--- src/rtl/instr_fetch.sv ---
// Instruction fetch unit: holds the PC, drives the ROM word address and
// registers fetched words into IF/ID. Optional zero-word halt: IFETCH_ZERO_HALT_EN.
module instr_fetch #(
    parameter logic [31:0] RESET_PC  = 32'h0000_0000,
    parameter int          ADDR_BITS = 5
) (
    input  logic                 clk,
    input  logic                 reset,
    input  logic                 stall,
    input  logic                 redirect_valid,
    input  logic [31:0]          redirect_pc,
    output logic [ADDR_BITS-1:0] rom_addr,
    input  logic [31:0]          rom_data,
    output logic                 if_valid,
    output logic [31:0]          if_inst,
    output logic [31:0]          if_pc,
    output logic                 halted,
    output logic                 fault
);

    // state | meaning
    // RUN   | fetching, honours redirect/stall
    // HALT  | zero word reached; frozen until reset
    // FAULT | misaligned redirect or PC outside ROM; frozen until reset
    typedef enum logic [1:0] {
        RUN   = 2'd0,
        HALT  = 2'd1,
        FAULT = 2'd2
    } state_t;

    state_t      state, state_n;
    logic [31:0] pc, pc_n;
    logic        valid_n;
    logic [31:0] inst_n, ipc_n;
    logic        pc_bad;
    logic        zero_word;

    always_ff @(posedge clk or posedge reset) begin
        if (reset) begin
            state    <= RUN;
            pc       <= RESET_PC;
            if_valid <= 1'b0;
            if_inst  <= 32'h0000_0000;
            if_pc    <= 32'h0000_0000;
        end else begin
            state    <= state_n;
            pc       <= pc_n;
            if_valid <= valid_n;
            if_inst  <= inst_n;
            if_pc    <= ipc_n;
        end
    end

    assign pc_bad = ((pc >> (ADDR_BITS + 2)) != 32'd0) || (pc[1:0] != 2'b00);

`ifdef IFETCH_ZERO_HALT_EN
    assign zero_word = (rom_data == 32'h0000_0000);
`else
    assign zero_word = 1'b0;
`endif

    always_comb begin
        state_n = state;
        pc_n    = pc;
        valid_n = if_valid;
        inst_n  = if_inst;
        ipc_n   = if_pc;
        case (state)
            RUN: begin
                if (redirect_valid) begin
                    valid_n = 1'b0;
                    if (redirect_pc[1:0] != 2'b00) begin
                        state_n = FAULT;
                    end else begin
                        pc_n = redirect_pc;
                    end
                end else if (stall) begin
                    // everything holds
                end else if (pc_bad) begin
                    state_n = FAULT;
                    valid_n = 1'b0;
                end else if (zero_word) begin
                    state_n = HALT;
                    valid_n = 1'b0;
                end else begin
                    inst_n  = rom_data;
                    ipc_n   = pc;
                    valid_n = 1'b1;
                    pc_n    = pc + 32'd4;
                end
            end
            default: begin
                valid_n = 1'b0;
            end
        endcase
    end

    assign rom_addr = pc[ADDR_BITS+1:2];
    assign halted   = (state == HALT);
    assign fault    = (state == FAULT);

endmodule

--- config.mk ---
export PLATFORM = sky130hd
export DESIGN_NAME = instr_fetch
export DESIGN_NICKNAME = d
export VERILOG_FILES = /design/src/rtl/instr_fetch.sv
export SDC_FILE = /design/constraint.sdc
export NUM_CORES = 1
export LEC_CHECK = 0
export ABC_AREA = 1
export BUFFER_PORTS_ARGS = -buffer_cell sky130_fd_sc_hd__buf_4
export CAP_MARGIN = 30
export CORE_UTILIZATION = 56
export DETAILED_ROUTE_END_ITERATION = 10
export PLACE_DENSITY_LB_ADDON = 0.2
export SYNTH_ARGS = -nofsm -noshare
export SYNTH_HDL_FRONTEND = slang
export SYNTH_SLANG_ARGS = --single-unit
--- constraint.sdc ---
create_clock -name clk -period 8.5 [get_ports clk]
set_input_delay 0.85 -clock clk [delete_from_list [all_inputs] [get_ports clk]]
set_output_delay 0.85 -clock clk [all_outputs]
set_load 0.1 [all_outputs]
Yosys cells after proc, flatten, opt, wreduce, memory -nomap -nowiden. Index checks and enable logic that the tools add are counted.

Add/subtract/negate cells: 1. $mul: 0. Div/mod/pow operators: 0. $lt $le $gt $ge: 0. Equal/unequal tests: 7. Shift operators: 0. Mux-type cells: 12. Bitwise logic cells: 3. Reductions and logical operators: 9.

Operators by type and width (count): $mux W32 (4); $add A32 B3 Y32 const B (1); $reduce_bool A32 Y1 (1); $reduce_and A4 Y1 (3); $mux W2 (4); $reduce_bool A2 Y1 (3); $mux W1 (4); $ne A2 B1 Y1 const B (2); $ne A2 B2 Y1 const B (2); $ne A3 B3 Y1 const B (1); $not A1 Y1 (3); $eq A2 B1 Y1 const B (1); $eq A2 B2 Y1 const B (1); $logic_not A2 Y1 (1); $logic_or A1 B1 Y1 (1).

Register bits: 99. Bits in latches: 0. Memory bits (writable): 0. Bits in read-only memories: 0. Memories kept: 0.

Logic depth before layout (Yosys ltp). Gate-level depths: netlist of run 1.

Word-level depth: 6. Depth in mapped cells: 11. Depth with buffers taken out: 11.

Worst setup path before layout of run 1. Ideal clock, no wire load.

Kind: input-to-reg. Start: in redirect_valid. End: reg if_pc[0]. Arrival time: 1.777 ns. Required time: 8.381 ns. Path slack: 6.604 ns. Stages: 10. Cell sequence: nor2_1 nand2_1 nor2_1 nand2_1 nor2_2 nand3_2 inv_2 buf_6 buf_6 nor2_1.

Longest elaborated chain between the ends: 2.

RTL lines: start: declaration (RTL line 10) `input logic redirect_valid,`; $not A1 Y1 (no source line); $reduce_and A4 Y1 (no source line); end signal: assignment (RTL line 50) `if_pc <= ipc_n;`; end: declaration (RTL line 16) `output logic [31:0] if_pc,`.

Every way passes these cells. A chain may end at the register's enable or synchronous reset.

Worst setup path after layout of run 1.
Start: in redirect_valid. End: reg if_inst[10].

Longest elaborated chain between the ends: 2.

RTL lines: $not A1 Y1 (no source line); $reduce_and A4 Y1 (no source line); end signal: assignment (RTL line 49) `if_inst <= inst_n;`; end: declaration (RTL line 15) `output logic [31:0] if_inst,`.

Every way passes these cells.

==> results.cfg, run 1 <==
[run_status]
status = finished clean

[logic_synthesis]
ys_seq_elements = 98
syn_nets = 726
ys.flop_type = dfrtp_1
synth_cells = 657
synth-edff-count = 0
synth_cell_types = 26
seq_area_frac_synth = 0.513
netlist_area_um2 = 4780
async_flop_share = 1.00
ys_warn_count = 0
synth_area_per_cell_um2 = 7.28

[critical_path]
worstPathArrival_ps = 3450
cp_top_family = simple AND/OR/NAND/NOR gates
cpPeakStageDelay_ps = 1000
path_cells = buf_4, nor2_1, nand2_1, nor2_1, nand2_1, nor2_2, nand3_2, inv_2, nand2_1, nand2_1
path_class = in2reg
startpoint_type = primary input
required_ps = 8790
end_kind = register
crit_buf_inv = 2
crit_path_frequent_cell = nand2_1
slowest_stage = inv_2
crit_fanout = 59

[detailed_routing]
routed_wl_um = 11900
wl_per_cell_um = 13.3
final_antenna_net_count = 0
vias = 4493
drt_iter0_drc = 260
remaining_drc_errors = 0
via_per_inst = 5.04
drt-pass1-iter-count = 5

[place]
dpl_worst_slack_ps = 4930
place_congestion = 0.924
port_buffers = 138
place_hpwl_um = 8470

[final_layout]
nNetsFinal = 851
fillers = 698
antenna_cells = 0
final-seq-area_um2 = 2450
multi_input_area_um2 = 1920
fin_util = 0.733
area_growth_pct = 26.6
final_common_cell = nand2_1
layout_common_cells = nand2_1 (272), buf_4 (139), dfrtp_1 (98), nor2_1 (94), inv_1 (64)
drive_gt1_frac = 0.221

[global_route]
use_met3 = 0.0644
met2_usage = 0.469
busiest_layer = met2
track_usage = 0.283
grt_overflow_total = 0
grt_pass1_wl_um = 19500
grt_pass1_vias = 4299
grt_antenna_before_repair = 0
grt_use_met1 = 0.357
grt_start_max_net_pins = 69

[floorplan]
die-area_um2 = 8910
num_rows = 33
start_util = 0.579
io_pins = 140
die_y_um = 94.4
die_w_um = 94.4
coreArea_um2 = 8260

[sta]
layout_worst_path_cycle_share = 0.372
fin_crit_ps = 3160
final-setup-viol-count = 0
skew_ps = 16.8
max_freq_mhz = 316
final_max_slew_viol_count = 0
worst_slack_ps = 5340
tightest_slew_ps = 946
timing.final.hold_violations = 0
rsz0062_at_grt = false
setup_tns_ps = 0
slew_headroom = 0.369

[cts]
cts_inserted_buffers = 9
cts_hold_buf = 0
postCtsResizedCells = 0
cts_tree = built
clockRootBuffer = clkbuf_8
cts_buffer_depth = 2
postCtsSetupBuffers = 0
cts.sinks = 98
insertion_delay_ps = 370
clkTransAtPathRegs_ps = 110
h-tree-depth = 3

[pwr]
irDropWorstVdd_mv = 0.0929
power.density_nw_per_um2 = 149
p_leak_nw = 3.31

[run]
drv_cap = 0

[worst_hold_path]
hold_path_class = in2async
-- state kept, by name (all words and copies together), names as in the netlist --
signal,cells
if_inst,32
if_valid,1
pc,32
state,1
if_pc,32
-- final timing paths --
check,startpoint,end,slack (ps),depth (start not counted)
worst max-delay path,redirect_valid,if_inst[10],5340,10
worst min-delay path,reset,pc[15],500,2
worst max register to register,pc[20],if_inst[10],5510,9
worst min register to register,if_inst[5],if_inst[5],500,2
max in group asynchronous,reset,pc[5],6780,3
min in group clk,if_inst[5],if_inst[5],500,2
-- synth_stat cells (2+ instances only) --
| library cell | number | area (um2) |
|---|---|---|
| nand3_1 | 44 | 220 |
| dfrtp_1 | 98 | 2450 |
| nor2_2 | 3 | 18.8 |
| or2_2 | 11 | 68.8 |
| inv_1 | 65 | 244 |
| o21ai_0 | 25 | 125 |
| clkbuf_1 | 9 | 33.8 |
| buf_4 | 9 | 67.6 |
| nor2_1 | 94 | 353 |
| buf_6 | 2 | 22.5 |
| nor3_1 | 2 | 10.0 |
| inv_2 | 2 | 7.51 |
| nand2_1 | 272 | 1020 |
| a21oi_1 | 4 | 20.0 |
| buf_2 | 6 | 30.0 |
-- power breakdown --
part	leakage, nW	internal, mW	total [mW]	switching, mW
clock network	0.115	0.178	0.351	0.172
registers	1.18	0.471	0.477	0.00680
logic	2.02	0.0328	0.0764	0.0436
-- cells by family after synthesis --
group	Yosys count	synth area share
xor gates and xnor gates	2	0.00366
and+or+nand+nor	429	0.359
adders and majority gates	1	0.00262
other	1	0.000784
AOI/OAI and AO/OA	32	0.0343
muxes	1	0.00209
DFF	98	0.513
buffers and inverters	93	0.0848
-- layer usage --
layer	share of wire	vias up
li1	-	2226
met5	0	-
met4	0.021	0
met3	0.066	20
met2	0.49	148
met1	0.43	2099
-- metrics by stage --
| stage | power [mW] | hold slack [ps] | cells | cell area, um2 |
|---|---|---|---|---|
| floorplan | 0.528 | 471 | 657 | 4780 |
| global placement | 0.561 | 464 | 875 | 5800 |
| detailed placement | 0.563 | 470 | 876 | 5820 |
| CTS | 0.910 | 496 | 892 | 6050 |
| global route | 0.937 | 511 | 892 | 6050 |
| finish | 0.904 | 496 | 892 | 6050 |
-- area by class of cell --
type                       instances  area share
clock buffer                      10      0.0227
inverter                          67      0.0418
multi-input combinational        466       0.318
tap                              105      0.0217
clock inverter                     6      0.0159
sequential                        98       0.405
timing repair buffer             140       0.175
Note: power is estimated with default switching activity, not from simulation.
==> run 2: changes to the inputs <==
Settings changed: CORE_UTILIZATION 56 to 47.
Clock period 8.5 ns to 2.7 ns, I/O delays scaled along.
==> run 2 against run 1 <==
Global-route usage decreased by 5.1 points; clock skew increased by 4.9 ps; non-clock buffer count increased by 3; worst setup slack got worse by 4700 ps; combinational power increased to 3.2 times the previous value; first-iteration DRC count decreased by 13%; clock-buffer cell count increased by 1; largest cell class unchanged; critical endpoint is now pc[26]; sequential cell count unchanged.
==> results.cfg, run 2 (synthesis gave the netlist of run 1 again) <==
[run_status]
status = finished clean

[critical_path]
end_kind = register
r2r_slack_ps = 690
required_ps = 2980
reg2reg_depth = 10
worstPathArrival_ps = 2290
timing.rr.start = pc[15]
crit_fanout = 22
r2r_end = pc[26]
path_class = reg2reg
startpoint_type = register

[floorplan]
coreArea_um2 = 9820
io_pins = 140
die_y_um = 103
die_w_um = 103
start_util = 0.487
die-area_um2 = 10600
num_rows = 36

[final_layout]
reg_top3 = if_inst x32, if_pc x32, pc x32
layout_common_cells = nand2_1 (272), buf_4 (141), dfrtp_1 (98), nor2_1 (94), inv_1 (64)
drive_gt1_frac = 0.224
area_growth_pct = 27.4
fin_util = 0.620
nNetsFinal = 854
final_common_cell = nand2_1
antenna_cells = 0
final-seq-area_um2 = 2450
multi_input_area_um2 = 1920
fillers = 961

[sta]
timing.final.hold_violations = 0
worst_slack_ps = 687
max_freq_mhz = 497
final_max_slew_viol_count = 0
fin_crit_ps = 2010
rsz0062_at_grt = false
layout_worst_path_cycle_share = 0.745
tightest_slew_ps = 675
setup_tns_ps = 0
slew_headroom = 0.549
final-setup-viol-count = 0
skew_ps = 21.7

[pwr]
irDropWorstVdd_mv = 0.290
power.density_nw_per_um2 = 440
p_leak_nw = 3.31

[cts]
h-tree-depth = 3
postCtsSetupBuffers = 0
cts_inserted_buffers = 9
cts_buffer_depth = 2
cts.sinks = 98
clkTransAtPathRegs_ps = 110
postCtsResizedCells = 0
clockRootBuffer = clkbuf_8
insertion_delay_ps = 360
cts_hold_buf = 0
cts_tree = built

[detailed_routing]
drt-pass1-iter-count = 5
remaining_drc_errors = 0
wl_per_cell_um = 12.7
final_antenna_net_count = 0
drt_iter0_drc = 227
via_per_inst = 4.71
routed_wl_um = 11700
vias = 4344

[place]
port_buffers = 138
dpl_worst_slack_ps = 758
place_hpwl_um = 8500
place_congestion = 0.922

[global_route]
grt_overflow_total = 0
track_usage = 0.232
grt_pass1_vias = 4056
grt_antenna_before_repair = 0
grt_start_max_net_pins = 99
grt_pass1_wl_um = 19000

[worst_hold_path]
hold_path_class = in2async

[run]
drv_cap = 0
==> run 2: cell types whose count changed in the layout (fill, tap and decap cells not counted), sizes merged <==
cell      previous run  this run
buf                140       143
bufinv               2         0
clkbuf              10        11
clkinvlp             1         2
==> run 2: per-stage QoR <==
stage / area, um2 / cells / power, mW / hold WS, ps
2_1_floorplan: 4780 / 657 / 1.66 / 380
3_3_place_gp: 5900 / 907 / 1.77 / 462
3_5_place_dp: 5900 / 907 / 1.78 / 466
4_1_cts: 6090 / 923 / 2.71 / 81.2
5_1_grt: 6090 / 923 / 2.80 / 85.4
6_report: 6090 / 923 / 2.68 / 51.5
==> run 2: per-layer routing <==
| metal | vias to the layer above | wire [um] | GRT usage | part of all wire |
|---|---|---|---|---|
| met3 | 6 | 973 | 0.0746 | 0.083 |
| met2 | 142 | 5510 | 0.383 | 0.47 |
| met1 | 1963 | 5190 | 0.300 | 0.44 |
| met5 | - | 0 | 0 | 0 |
| li1 | 2233 | - | - | - |
| met4 | 0 | 74 | 0.0477 | 0.0063 |
==> run 2: power breakdown <==
part	total (mW)	internal [mW]	switching, mW
Sequential	1.50	1.48	0.0212
Clock	0.935	0.401	0.533
Combinational	0.244	0.107	0.137
==> run 2: worst max-delay path: stages (launching register included) <==
cell     delay, ps
dfrtp_1        460
nor2_1         110
nand2_1         50
nor2_1         100
nand2_1        120
nor2_2         170
nor2_1          60
nor2_2         310
buf_4          350
nand3_1        100
nand2_1         80
==> run 2: worst max-delay path by stage <==
| stage | endpoint | from |
|---|---|---|
| 5_1_grt | pc[10] | pc[26] |
| 3_3_place_gp | pc[7] | pc[16] |
| 2_1_floorplan | if_inst[0] | state[1] |
| 3_5_place_dp | pc[25] | redirect_valid |
| 4_1_cts | pc[25] | pc[15] |
| 6_report | pc[26] | pc[15] |
==> run 2: area by class of cell <==
| type | instances | area share |
|---|---|---|
| Sequential cell | 98 | 0.403 |
| Multi-Input combinational cell | 466 | 0.316 |
| Clock inverter | 5 | 0.00739 |
| Clock buffer | 11 | 0.0249 |
| Inverter | 67 | 0.0419 |
| Tap cell | 133 | 0.0273 |
| Timing Repair Buffer | 143 | 0.180 |
